File: src/rtl/dot_product_pipe_if.sv
`default_nettype none
// ============================================================================
// Module  : dot_product_pipe_if
// Brief   : Beat-input and result-output handshake bundle for dot_product_pipe.
// Revision: 1.0 - initial release
// ============================================================================
interface dot_product_pipe_if #(
  parameter int DATA_W = 16,
  parameter int LANES  = 4,
  parameter int ACC_W  = 40,
  parameter int CNT_W  = 16
);
  logic [DATA_W*LANES-1:0] row;
  logic [DATA_W*LANES-1:0] column;
  logic                    in_i_stb;
  logic                    in_i_last;
  logic                    in_i_ack;
  logic [ACC_W-1:0]        out;
  logic [CNT_W-1:0]        out_beats;
  logic                    out_overflow;
  logic                    out_o_stb;
  logic                    out_o_ack;

  modport master (
    output row, column, in_i_stb, in_i_last, out_o_ack,
    input  in_i_ack, out, out_beats, out_overflow, out_o_stb
  );

  modport slave (
    input  row, column, in_i_stb, in_i_last, out_o_ack,
    output in_i_ack, out, out_beats, out_overflow, out_o_stb
  );
endinterface
`default_nettype wire

File: src/rtl/dot_product_pipe.sv
`default_nettype none
// ============================================================================
// Module  : dot_product_pipe
// Brief   : 3-stage signed inner-product engine (multiply, lane reduce,
//           accumulate) with stb/ack on both sides. Define SATURATE_EN for a
//           clamping accumulator with sticky overflow flag.
// Revision: 1.0 - initial release
// ============================================================================
module dot_product_pipe #(
  parameter int DATA_W = 16,
  parameter int LANES  = 4,
  parameter int ACC_W  = 40,
  parameter int CNT_W  = 16
) (
  input wire               clk,
  input wire               rst,
  dot_product_pipe_if.slave bus
);

  localparam int PROD_W = 2 * DATA_W;
  localparam int SUM_W  = 2 * DATA_W + $clog2(LANES);

  generate
    if (ACC_W < SUM_W) begin : g_acc_too_narrow
      $error("dot_product_pipe: ACC_W must be >= 2*DATA_W+$clog2(LANES)");
    end
  endgenerate

  typedef enum logic [1:0] {
    ST_IDLE  = 2'd0,
    ST_ACCUM = 2'd1,
    ST_DRAIN = 2'd2,
    ST_OUT   = 2'd3
  } state_t;

  state_t r_state;
  logic   r_out_stb;

  logic w_accept;
  logic w_first;

  assign bus.in_i_ack = rst & ((r_state == ST_IDLE) | (r_state == ST_ACCUM));
  assign w_accept     = bus.in_i_stb & bus.in_i_ack;
  // Only the beat accepted from IDLE opens a new vector.
  assign w_first      = (r_state == ST_IDLE);

  // Stage 1: lane-wise products
  logic signed [PROD_W-1:0] w_prod [LANES];

  generate
    for (genvar k = 0; k < LANES; k++) begin : g_lane
      assign w_prod[k] = PROD_W'($signed(bus.row[DATA_W*k +: DATA_W]))
                       * PROD_W'($signed(bus.column[DATA_W*k +: DATA_W]));
    end
  endgenerate

  logic                     r_s1_valid, r_s1_first, r_s1_last;
  logic signed [PROD_W-1:0] r_s1_prod [LANES];
  logic                     r_s2_valid, r_s2_first, r_s2_last;
  logic signed [SUM_W-1:0]  r_s2_sum;
  logic                     r_s3_valid, r_s3_last;
  logic signed [SUM_W-1:0]  w_lane_sum;

  always_comb begin
    w_lane_sum = '0;
    for (int k = 0; k < LANES; k++) begin
      w_lane_sum = w_lane_sum + SUM_W'(r_s1_prod[k]);
    end
  end

  always_ff @(posedge clk) begin
    if (!rst) begin
      r_s1_valid <= 1'b0;
      r_s1_first <= 1'b0;
      r_s1_last  <= 1'b0;
      r_s2_valid <= 1'b0;
      r_s2_first <= 1'b0;
      r_s2_last  <= 1'b0;
      r_s3_valid <= 1'b0;
      r_s3_last  <= 1'b0;
    end else begin
      r_s1_valid <= w_accept;
      r_s1_first <= w_first;
      r_s1_last  <= bus.in_i_last;
      r_s2_valid <= r_s1_valid;
      r_s2_first <= r_s1_first;
      r_s2_last  <= r_s1_last;
      r_s3_valid <= r_s2_valid;
      r_s3_last  <= r_s2_last;
    end
  end

  // Datapath registers carry no reset; the valid bits qualify them.
  always_ff @(posedge clk) begin
    if (w_accept) begin
      r_s1_prod <= w_prod;
    end
    if (r_s1_valid) begin
      r_s2_sum <= w_lane_sum;
    end
  end

  // Stage 3: accumulate
  localparam logic signed [ACC_W-1:0] c_acc_max = {1'b0, {(ACC_W-1){1'b1}}};
  localparam logic signed [ACC_W-1:0] c_acc_min = {1'b1, {(ACC_W-1){1'b0}}};

  logic signed [ACC_W-1:0] r_acc;
  logic        [CNT_W-1:0] r_beats;
  logic signed [ACC_W-1:0] w_sum_ext;
  logic signed [ACC_W-1:0] w_add;
  logic signed [ACC_W-1:0] w_next_acc;

  assign w_sum_ext = ACC_W'(r_s2_sum);
  assign w_add     = r_acc + w_sum_ext;

`ifdef SATURATE_EN
  logic w_pos_ovf, w_neg_ovf, w_clamp;
  logic r_ovf;

  assign w_pos_ovf  = ~r_acc[ACC_W-1] & ~w_sum_ext[ACC_W-1] &  w_add[ACC_W-1];
  assign w_neg_ovf  =  r_acc[ACC_W-1] &  w_sum_ext[ACC_W-1] & ~w_add[ACC_W-1];
  assign w_clamp    = w_pos_ovf | w_neg_ovf;
  assign w_next_acc = w_pos_ovf ? c_acc_max : (w_neg_ovf ? c_acc_min : w_add);

  always_ff @(posedge clk) begin
    if (!rst) begin
      r_ovf <= 1'b0;
    end else if (r_s2_valid) begin
      r_ovf <= r_s2_first ? 1'b0 : (r_ovf | w_clamp);
    end
  end

  assign bus.out_overflow = r_ovf;
`else
  assign w_next_acc       = w_add;
  assign bus.out_overflow = 1'b0;
`endif

  always_ff @(posedge clk) begin
    if (!rst) begin
      r_acc   <= '0;
      r_beats <= '0;
    end else if (r_s2_valid) begin
      if (r_s2_first) begin
        r_acc   <= w_sum_ext;
        r_beats <= CNT_W'(1);
      end else begin
        r_acc <= w_next_acc;
        if (r_beats != {CNT_W{1'b1}}) begin
          r_beats <= r_beats + CNT_W'(1);
        end
      end
    end
  end

  always_ff @(posedge clk) begin
    if (!rst) begin
      r_state   <= ST_IDLE;
      r_out_stb <= 1'b0;
    end else begin
      case (r_state)
        ST_IDLE: begin
          if (w_accept) begin
            r_state <= bus.in_i_last ? ST_DRAIN : ST_ACCUM;
          end
        end
        ST_ACCUM: begin
          if (w_accept && bus.in_i_last) begin
            r_state <= ST_DRAIN;
          end
        end
        ST_DRAIN: begin
          if (r_s3_valid && r_s3_last) begin
            r_state   <= ST_OUT;
            r_out_stb <= 1'b1;
          end
        end
        ST_OUT: begin
          if (bus.out_o_ack) begin
            r_state   <= ST_IDLE;
            r_out_stb <= 1'b0;
          end
        end
        default: begin
          r_state   <= ST_IDLE;
          r_out_stb <= 1'b0;
        end
      endcase
    end
  end

  assign bus.out       = r_acc;
  assign bus.out_beats = r_beats;
  assign bus.out_o_stb = r_out_stb;

endmodule
`default_nettype wire

File: src/flat_wrapper.sv
// flat-port wrapper written by rule: the top's interface ports become plain ports
module dot_product_pipe_flat 
#(
  parameter int DATA_W = 16,
  parameter int LANES  = 4,
  parameter int ACC_W  = 40,
  parameter int CNT_W  = 16
)
  (clk, rst, bus_row, bus_column, bus_in_i_stb, bus_in_i_last, bus_out_o_ack, bus_in_i_ack, bus_out, bus_out_beats, bus_out_overflow, bus_out_o_stb);
  dot_product_pipe_if #(.DATA_W(DATA_W), .LANES(LANES), .ACC_W(ACC_W), .CNT_W(CNT_W)) bus_i ();
  input wire clk;
  input wire rst;
  input wire logic [$bits(bus_i.row)-1:0] bus_row;
  input wire logic [$bits(bus_i.column)-1:0] bus_column;
  input wire logic [$bits(bus_i.in_i_stb)-1:0] bus_in_i_stb;
  input wire logic [$bits(bus_i.in_i_last)-1:0] bus_in_i_last;
  input wire logic [$bits(bus_i.out_o_ack)-1:0] bus_out_o_ack;
  output wire logic [$bits(bus_i.in_i_ack)-1:0] bus_in_i_ack;
  output wire logic [$bits(bus_i.out)-1:0] bus_out;
  output wire logic [$bits(bus_i.out_beats)-1:0] bus_out_beats;
  output wire logic [$bits(bus_i.out_overflow)-1:0] bus_out_overflow;
  output wire logic [$bits(bus_i.out_o_stb)-1:0] bus_out_o_stb;
  assign bus_i.row = bus_row;
  assign bus_i.column = bus_column;
  assign bus_i.in_i_stb = bus_in_i_stb;
  assign bus_i.in_i_last = bus_in_i_last;
  assign bus_i.out_o_ack = bus_out_o_ack;
  assign bus_in_i_ack = bus_i.in_i_ack;
  assign bus_out = bus_i.out;
  assign bus_out_beats = bus_i.out_beats;
  assign bus_out_overflow = bus_i.out_overflow;
  assign bus_out_o_stb = bus_i.out_o_stb;
  dot_product_pipe #(.DATA_W(DATA_W), .LANES(LANES), .ACC_W(ACC_W), .CNT_W(CNT_W)) u_core (.clk(clk), .rst(rst), .bus(bus_i));
endmodule
File: config.mk
export PLATFORM = sky130hd
export DESIGN_NAME = dot_product_pipe_flat
export DESIGN_NICKNAME = d
export VERILOG_FILES = /design/src/rtl/dot_product_pipe_if.sv /design/src/rtl/dot_product_pipe.sv /design/src/flat_wrapper.sv
export SDC_FILE = /design/constraint.sdc
export NUM_CORES = 2
export LEC_CHECK = 0
export BUFFER_PORTS_ARGS = -buffer_cell sky130_fd_sc_hd__buf_2
export CAP_MARGIN = 15
export CORE_UTILIZATION = 56
export DETAILED_ROUTE_END_ITERATION = 16
export HOLD_SLACK_MARGIN = 0.1
export PLACE_DENSITY = 0.77
export SYNTH_ARGS = -nofsm -noshare
export SYNTH_HDL_FRONTEND = slang
export SYNTH_SLANG_ARGS = --single-unit
export TNS_END_PERCENT = 50
File: constraint.sdc
create_clock -name clk -period 14.5 [get_ports clk]
set_clock_uncertainty 0.05 [all_clocks]
set_input_delay 2.9 -clock clk [delete_from_list [all_inputs] [get_ports clk]]
set_output_delay 2.9 -clock clk [all_outputs]
set_load 0.005 [all_outputs]
==> metrics <==
Site Rows=110; Crit path max-delay family=adder cells; CP dominant cell by count=fa_1; Hold Fails Final Rpt=0; Max Freq=114 MHz; Yosys warnings=0; critical path arrival=8.98 ns; Port Buf Inserts=190; Die ar.=93,300 um2; total congestion overflow=0; largest net degree at the start of global routing=75; Post-synth EDFFs=162; Worst setup SP type=input port; min cycle time layout=8.78 ns; Max-slew headroom=33.6%; # fillers=7,637; cell depth of the worst setup path=19; crit path from=bus_column[1]; Post-DRT Antenna Nets=0; CTS Buf Count=25; vias in the first global route=39,300; M1 WL=49.0 mm; hold wc startpoint=u_core.r_s1_last$_SDFF_PN0_; first-pass GRT wire length=202 mm; worst hold-check path type=reg2reg; maximum clock path buffer count=3; Setup CP Type=in2reg; routed wire length on met2=60.0 mm; Critical Path RT=14.70 ns; Die Y-Extent=305 um; origin of the critical flop-to-flop path=u_core.r_s1_prod[10]$_DFFE_PP_; Seq/Total Area, Yosys=12.0%; synthesized area per cell=9.67 um2; Max Used Layer=met4; Ant. Diodes=0; area grow syn2layout=5.13%; flop2flop setup slack=9.91 ns; post-detail-place hpwl=100 mm; unrepaired setup endpoints after global routing=no; Distinct cells, synth=91; via count=36,300; Critical Path Fanout Max=16; core region area=90,600 um2; final slew viol count=0; metal3 WL=7.18 mm; cell accounting for the most synthesized area=fa_1; WL final=120 mm; Max Cap Violations=0; Gates resized, CTS repair=0; Synth Flop Type=edfxtp_1; drt pass-1 iters=5; CP max stage cell=fa_1; reg2reg end=u_core.r_s2_sum[32]$_DFFE_PP_; CTS sink cnt=229; total negative slack=0 ns; initial core utilization=56.9%; cell area after synthesis=51,500 um2; fin crit share=60.5%; Reg2Reg Depth=13; Top Ports=192; CP bufs+invs=2; Worst Hold Path Cells=1; CP endpoint=u_core.r_s1_prod[127]$_DFFE_PP_; layout cells sized above 1=5.12%; # DRC=0; Yosys top cell area share=43.3%; setup bufs post-CTS=0; Final GP Congestion=0.924; status=complete, no violations; Via density=5.51; total track usage=27.1%; H-tree depth reported by CTS=1; clock-pin slew on the worst setup and hold paths=0.07 ns; die width=305 um; layout net count=7,043; Post-Syn Nets=6,982; commonest cells after routing, fill and taps aside=1,159 x inv_1, 1,114 x fa_1, 567 x nand2_1; worst-skew pair later-pin latency=0.55 ns; initial antenna violation count=0; root buf cell=clkbuf_16; largest cells by area after synthesis=fa_1 43%, ha_1 9.8%, edfxtp_1 9.4%, inv_1 8.4%, and2_1 6.3%; post-cts hold buffer count=0; WL/cell=18.3 um; Tightest Pin Transition=0.996 ns; final number of setup-violating endpoints=0; 1st-iter DRT viols=2,485; final design utilization=59.8%; Worst path max stage delay=0.57 ns; CTS tree=yes; ys async rst share=0%; Multi-input gate area=40,400 um2; Register Area=6210 um2; #FFs+latches synth=229; Mapped Cells=5,330; worst-path cell chain=buf_2, nand2_1, fa_1, fa_1, fa_1, fa_1, inv_1, fa_1, fa_1, ha_1, nand3_1, nor4bb_1, o31ai_1, o31a_1, o311a_1, o21ai_1, a31o_2, a21oi_1, xnor2_1; Critical Path End Type=register; most common cell after layout, fill and taps aside=inv_1
==> layer usage <==
metal	vias up	GRT usage, %
met5	-	0
met2	1179	46.8
met4	0	8.26
li1	16400	-
met1	18400	35.9
met3	263	3.15
==> Yosys cell counts, types with 5 or more instances <==
master / instances
inv_1: 1159
fa_1: 1114
nand2_1: 567
and2_1: 517
ha_1: 405
nor2_1: 187
a21oi_1: 167
edfxtp_1: 162
xnor2_1: 158
clkbuf_1: 155
o21ai_0: 105
a21o_1: 83
dfxtp_1: 67
xor2_1: 52
nand2b_1: 41
nand3_1: 35
o21a_1: 30
nor3_1: 27
o21bai_1: 24
nor2b_1: 23
a31oi_1: 21
and3_1: 21
a211oi_1: 18
o211ai_1: 18
nand4_1: 14
or3_1: 10
o31ai_1: 9
o21ai_1: 8
or2_2: 7
a21boi_0: 6
mux2i_1: 6
a21oi_2: 5
a31o_2: 5
o211a_1: 5
o31a_1: 5
==> layout make-up <==
| cell class | instances | area share, % |
|---|---|---|
| Tap cell | 1176 | 2.72 |
| Timing Repair Buffer | 195 | 1.82 |
| Clock inverter | 18 | 0.300 |
| Multi-Input combinational cell | 3780 | 74.5 |
| Clock buffer | 26 | 1.16 |
| Sequential cell | 229 | 11.5 |
| Inverter | 1160 | 8.04 |
==> per-stage QoR <==
| stage | worst slack, ns | cell area (um2) | hold slack, ns | cells |
|---|---|---|---|---|
| after detailed placement | 5.29 | 53400 | 0.372 | 6540 |
| after global routing | 5.44 | 54200 | 0.412 | 6584 |
| after global placement | 5.38 | 53400 | 0.364 | 6540 |
| final | 5.72 | 54200 | 0.382 | 6584 |
| after floorplan | 5.71 | 51500 | 0.362 | 5330 |
| after CTS | 5.83 | 54200 | 0.386 | 6584 |
==> state kept, by name, indices dropped and copies added, names as in the netlist <==
name and cells:
u_core.bus.out 40, u_core.bus.out_beats 16, u_core.bus.out_o_stb 1, u_core.r_s1_first 1, u_core.r_s1_last 1, u_core.r_s1_prod 128
u_core.r_s1_valid 1, u_core.r_s2_first 1, u_core.r_s2_last 1, u_core.r_s2_sum 34, u_core.r_s2_valid 1, u_core.r_s3_last 1
u_core.r_s3_valid 1, u_core.r_state 2
==> worst min path at each step <==
stage | end
after floorplan | u_core.r_s2_first$_SDFF_PN0_
after global placement | u_core.r_s2_last$_SDFF_PN0_
after detailed placement | u_core.r_s2_last$_SDFF_PN0_
after CTS | u_core.r_s2_last$_SDFF_PN0_
after global routing | u_core.r_s2_first$_SDFF_PN0_
final | u_core.r_s2_last$_SDFF_PN0_
==> kinds of logic after synthesis <==
family	count (synthesis)	share of synthesized area (%)
adder cells (fa/ha/maj)	1519	53.1
AND/OR/NAND/NOR	1477	14.2
buffers and inverters	1321	9.63
AO/OA/AOI/OAI	567	7.31
flip-flops	229	12.0
XOR/XNOR	210	3.57
multiplexers	6	0.117
other	1	0.00728
Power is not shown: default switching activity piles up to over one toggle a cycle in this logic, so the estimate is an artifact.
